$ cat src/rtl/result_serializer.sv
// Captures six result words with a valid/ready handshake and streams them out one word per beat.
// Optional feature macro: CHECKSUM_EN appends a seventh beat carrying the XOR of the six words.
module result_serializer #(
  parameter int WIDTH = 32,
  parameter int IDX_W = 3
) (
  input  logic             clk,
  input  logic             rst,
  input  logic             in_valid,
  output logic             in_ready,
  input  logic [WIDTH-1:0] result1,
  input  logic [WIDTH-1:0] result2,
  input  logic [WIDTH-1:0] result3,
  input  logic [WIDTH-1:0] result4,
  input  logic [WIDTH-1:0] result5,
  input  logic [WIDTH-1:0] result6,
  output logic             out_valid,
  input  logic             out_ready,
  output logic [WIDTH-1:0] out_data,
  output logic [IDX_W-1:0] out_idx,
  output logic             out_last,
  output logic             busy
);

  typedef enum logic {IDLE, SEND} state_t;

`ifdef CHECKSUM_EN
  localparam logic [IDX_W-1:0] LAST = IDX_W'(6);
`else
  localparam logic [IDX_W-1:0] LAST = IDX_W'(5);
`endif

  state_t           state, state_nxt;
  logic [IDX_W-1:0] idx, idx_nxt;
  logic [WIDTH-1:0] data_buf [6];
  logic [WIDTH-1:0] sel_word;
  logic             load;

`ifdef CHECKSUM_EN
  logic [WIDTH-1:0] chk;
`endif

  always_ff @(posedge clk or posedge rst) begin
    if (rst) begin
      state <= IDLE;
      idx   <= '0;
    end else begin
      state <= state_nxt;
      idx   <= idx_nxt;
    end
  end

  always_ff @(posedge clk or posedge rst) begin
    if (rst) begin
      for (int i = 0; i < 6; i++) data_buf[i] <= '0;
`ifdef CHECKSUM_EN
      chk <= '0;
`endif
    end else if (load) begin
      data_buf[0] <= result1;
      data_buf[1] <= result2;
      data_buf[2] <= result3;
      data_buf[3] <= result4;
      data_buf[4] <= result5;
      data_buf[5] <= result6;
`ifdef CHECKSUM_EN
      chk <= result1 ^ result2 ^ result3 ^ result4 ^ result5 ^ result6;
`endif
    end
  end

  // Word mux; idx never exceeds LAST, so anything else simply reads as zero.
  always_comb begin
    sel_word = '0;
    for (int i = 0; i < 6; i++) begin
      if (idx == IDX_W'(i)) sel_word = data_buf[i];
    end
`ifdef CHECKSUM_EN
    if (idx == IDX_W'(6)) sel_word = chk;
`endif
  end

  // in_ready is gated by rst so it reads low for the whole time reset is held.
  always_comb begin
    state_nxt = state;
    idx_nxt   = idx;
    load      = 1'b0;
    in_ready  = 1'b0;
    out_valid = 1'b0;
    out_data  = '0;
    out_idx   = '0;
    out_last  = 1'b0;
    busy      = 1'b0;
    case (state)
      IDLE: begin
        in_ready = !rst;
        if (in_valid && !rst) begin
          load      = 1'b1;
          idx_nxt   = '0;
          state_nxt = SEND;
        end
      end
      SEND: begin
        out_valid = 1'b1;
        busy      = 1'b1;
        out_idx   = idx;
        out_data  = sel_word;
        out_last  = (idx == LAST);
        if (out_ready) begin
          if (idx != LAST) begin
            idx_nxt = idx + IDX_W'(1);
          end else begin
            // Final beat handshake doubles as an accept slot for zero-bubble sets.
            in_ready = !rst;
            if (in_valid) begin
              load    = 1'b1;
              idx_nxt = '0;
            end else begin
              state_nxt = IDLE;
            end
          end
        end
      end
      default: state_nxt = IDLE;
    endcase
  end

endmodule
$ cat config.mk
export PLATFORM = sky130hd
export DESIGN_NAME = result_serializer
export DESIGN_NICKNAME = d
export VERILOG_FILES = /design/src/rtl/result_serializer.sv
export SDC_FILE = /design/constraint.sdc
export NUM_CORES = 1
export LEC_CHECK = 0
export ABC_CLOCK_PERIOD_IN_PS = 15900
export CORE_AREA = 10 10 158 160
export DETAILED_ROUTE_END_ITERATION = 6
export DIE_AREA = 0 0 168 170
export PLACE_DENSITY_LB_ADDON = 0.3
export SETUP_SLACK_MARGIN = 0.05
export SYNTH_ARGS = -nofsm -noshare
export SYNTH_HDL_FRONTEND = slang
export SYNTH_SLANG_ARGS = --single-unit
$ cat constraint.sdc
create_clock -name clk -period 15.9 [get_ports clk]
set_clock_uncertainty 0.1 [all_clocks]
set_input_delay 3.18 -clock clk [delete_from_list [all_inputs] [get_ports clk]]
set_output_delay 3.18 -clock clk [all_outputs]
set_load 0.03 [all_outputs]
==> results.md <==
- The total number of nets in the final design is between 1000 and 1500.
- The number of pins with negative max-slew slack in the final report was 0.
- The detailed route wirelength on metal3 is 1.47 mm.
- The detailed-route vias per instance is ~5.4.
- The final-layout setup total negative slack is 0 ps.
- The synthesized design spends more area on one cell type than any other, namely sky130_fd_sc_hd__dfrtp_1.
- The pin count of the biggest net entering global routing is 193.
- The average footprint of a synthesized cell is between 10 and 15 sq um.
- The library cell contributing the largest single delay on the critical path is sky130_fd_sc_hd__clkdlybuf4s50_1.
- The worst path in the final design needs a cycle of about 8000 ps, including I/O delays and setup.
- The total overflow reported by the global router is 0.
- Port buffering added about 230 buffers.
- The average wire per cell in the routed design is 20.6 um.
- The worst setup path category is input pin to output port.
- The cell family contributing the most delay on the critical path is buffers and inverters.
- The flow ran to the end, and the final reports show no timing, DRC or antenna violations.
- For this configuration, the core starts out at a cell density of 44.4%.
- For this block, the initial DRC count from the detailed router was about 470.
- The final critical path takes up roughly half of the cycle.
- The net count after synthesis is 929.
- The number of gates resized after CTS is 0.
- The met1 wire length is 11.3 mm.
- The data arrival time of the worst path is ~4700 ps.
- The critical path contains buffers and inverters numbering 2 combined.
- The worst-case IR drop observed on VDD is around 0.00011 V.
- The type of origin of the critical path is an input pin.
- The most used cell along the critical path is sky130_fd_sc_hd__clkdlybuf4s50_1.
- The number of synthesis warnings is 0.
- The maximum count of clock buffers along a single path is 2.
- Across every metal layer, demand over resource in global routing totals roughly 18%.
- The global-route wire length before repair is approximately 40 mm.
- The pin slew with the least headroom to its limit is roughly 1100 ps.
- The clock net in this run drives a total of 196 sinks.
- Compared with the post-synthesis result, the final layout area differs by 30.2%.
- The number of nets still failing antenna checks after routing is 0.
- Across the run, the number of max-cap violations was 0.
- Cells with a size suffix above 1 make up roughly an eighth of the layout.
- The clock transition time at the flip-flop clock pins of the worst setup and hold paths is about 70 ps.
- In this run, distinct cell masters in the synthesized netlist total 32.
- Pin placement for this block handled roughly 240 I/O pins.
- Setup violations remaining at the end of the flow were counted as 0.
- For the worst flop-to-flop path, the logic depth is 5.
- The standard-cell row count is between 50 and 60.
- Summed over all cells, the static leakage comes to a little over 0.005 uW.
- From bottom edge to top edge, the die measures approximately 170 um.
- Of the synthesized area, sequential elements account for about half.
- The number of instances on the worst hold path is 1.
- The data required time at the worst endpoint is between 10000 and 15000 ps.
- The region available for standard cell placement spans approximately 0.022 sq mm.
- The headroom to the max-slew limit is approximately a quarter.
- The synthesized design contains ~200 register bits.
- The worst min-delay path category is flip-flop to flip-flop.
- The overall power is 2510 uW.
- The share of the synthesized area in the top cell type is about half.
- In the routed design, unresolved DRC markers number 0.
- Walking the worst path, the cells encountered are clkdlybuf4s50_1 -> nand3_1 -> a21oi_1 -> clkdlybuf4s50_1.
- The stage delay of the slowest cell on the critical path is approximately 700 ps.
- The number of setup buffers added after CTS is 0.
- The maximum level of the CTS H-tree is 4.
- Ranked by total cell area, the synthesized netlist is headed by sky130_fd_sc_hd__dfrtp_1 51%, sky130_fd_sc_hd__mux2_1 21%, sky130_fd_sc_hd__mux2_2 5.1%, sky130_fd_sc_hd__mux2i_1 3.3%, sky130_fd_sc_hd__a221oi_1 2.9%.
- Setup repair after global routing left no endpoint under its margin.
- Summing over every cut layer, the via total after detailed routing is between 6000 and 7000.
- The critical path crosses 4 cells after its start point.
- In this run the worst path has a maximum fanout of 3.
- The die outline area is 0.0286 sq mm.
- The met2 layer wire length in the routed design is 12.4 mm.
- After legalization and detailed placement, the total HPWL measured ~17 mm.
- The root buffer cell chosen for the clock tree is sky130_fd_sc_hd__clkbuf_16.
- The cell area that synthesis handed to floorplanning was 0.00963 sq mm.
- From left edge to right edge, the die measures ~170 um.
- The number of hold violations in the final report is 0.
- The nature of the critical path endpoint is an output port.
- The first-pass detailed-route iteration total is 6.
- The clock latency at the later pin of the worst-skew pair is around 420 ps.
- Power spread over the standard cell area amounts to approximately 200 mW/mm^2.
- Summing all multi-input logic gate instances after layout gives about 0.0043 sq mm.
- The number of buffers created by CTS is 17.
- The via count of the first global-routing pass is between 7000 and 8000.
- The number of antenna violations at the first check in global routing is 4.
- The detailed router used layers up to and including met5.
- The total detailed-routing wirelength is roughly 25 mm.
- Buffers inserted to repair hold after CTS numbered 0.
- In the synthesized netlist, the number of instances is between 700 and 800.
- The maximum frequency from static timing analysis is 0.125 GHz.
- The sequential cell area in the final layout is 0.00491 sq mm.
- The routability-driven placement congestion ratio is between 0.7 and 0.8.
- The fill cell total of the finished layout is ~1800.
- TritonCTS built the clock tree.
[area by class of cell]
class / instances / area share, %
Timing Repair Buffer: 241 / 19.2
Clock inverter: 11 / 0.938
Antenna cell: 3 / 0.0599
Sequential cell: 196 / 39.1
Inverter: 3 / 0.150
Clock buffer: 21 / 3.67
Tap cell: 280 / 2.79
Multi-Input combinational cell: 475 / 34.1
[registers in the layout, indices dropped and copies added (netlist names)]
| signal | count |
|---|---|
| data_buf | 192 |
| idx | 3 |
| state | 1 |
[final timing paths]
path / slack (ps) / start / to
min: 380 / data_buf[66]$_DFFE_PP0P_ / data_buf[66]$_DFFE_PP0P_
max in group asynchronous: 10910 / rst / data_buf[48]$_DFFE_PP0P_
min reg2reg: 380 / data_buf[66]$_DFFE_PP0P_ / data_buf[66]$_DFFE_PP0P_
max reg2reg: 11970 / idx[0]$_DFFE_PP0P_ / data_buf[38]$_DFFE_PP0P_
max: 7930 / out_ready / in_ready
min in group asynchronous: 3350 / rst / data_buf[17]$_DFFE_PP0P_
[kinds of logic after synthesis]
family | synth area share, %
AOI/OAI and AO/OA | 7.92
adders and majority gates | 0.130
buffers and inverters | 4.96
muxes | 29.5
DFF | 50.9
and+or+nand+nor | 6.55
[layout by cell type, fill, tap and decap left out, types with 2 or more instances in the layout]
cell,n
sky130_fd_sc_hd__clkdlybuf4s50_1,234
sky130_fd_sc_hd__dfrtp_1,195
sky130_fd_sc_hd__mux2_1,180
sky130_fd_sc_hd__mux2_2,44
sky130_fd_sc_hd__nand2_1,34
sky130_fd_sc_hd__or2_2,32
sky130_fd_sc_hd__a221oi_1,32
sky130_fd_sc_hd__nand2b_1,32
sky130_fd_sc_hd__mux2i_1,32
sky130_fd_sc_hd__o21ai_0,32
sky130_fd_sc_hd__a211oi_1,32
sky130_fd_sc_hd__clkbuf_16,17
sky130_fd_sc_hd__buf_4,6
sky130_fd_sc_hd__and2_1,4
sky130_fd_sc_hd__inv_8,4
sky130_fd_sc_hd__diode_2,3
sky130_fd_sc_hd__clkinvlp_4,3
sky130_fd_sc_hd__inv_6,3
sky130_fd_sc_hd__inv_1,2
sky130_fd_sc_hd__nor2_1,2
sky130_fd_sc_hd__a21oi_1,2
sky130_fd_sc_hd__nor2b_1,2
sky130_fd_sc_hd__a32o_1,2
sky130_fd_sc_hd__clkbuf_8,2
sky130_fd_sc_hd__clkbuf_1,2
[synthesized netlist by cell type, drive strengths merged]
library cell	count
nand3b	1
nor2b	3
or2	32
ha	1
dfrtp	196
or3b	1
mux2	224
buf	33
mux2i	32
a211oi	32
o22ai	1
and3	1
clkbuf	25
a221oi	32
a32o	2
inv	3
o21bai	1
and2	4
o31ai	1
nor2	3
nand3	1
o22a	1
nand2b	32
o21ai	32
nand2	34
nor3b	1
a21oi	2
a31o	1
[worst register-to-register path: stages (launching register included)]
cell,delay (ps)
sky130_fd_sc_hd__dfrtp_2,760
sky130_fd_sc_hd__buf_4,640
sky130_fd_sc_hd__nand3b_4,570
sky130_fd_sc_hd__o31ai_4,420
sky130_fd_sc_hd__buf_12,700
sky130_fd_sc_hd__mux2_2,620
[metrics by stage]
step                hold slack (ps)  instances  setup slack, ps  cell area (sq um)  util (%)
detailed placement              366       1195             7950              12000      55.1
CTS                             382       1227             7940              12500      57.8
floorplan                       348        732             7280               9630         -
global placement                358       1195             7950              12000      55.1
finish                          377       1230             7930              12500      57.8
global route                    393       1230             7860              12500      57.8
[routing by layer]
metal  up-vias  global-route usage (%)
li1       3064                       -
met5         -                       0
met4         2                    5.07
met2       175                    28.8
met1      3336                    22.4
met3        23                    4.70
[where the power goes]
| part | internal, uW | switching, uW |
|---|---|---|
| clock | 229 | 199 |
| sequential | 739 | 126 |
| combinational | 588 | 624 |
(Power assumes the default switching activity.)
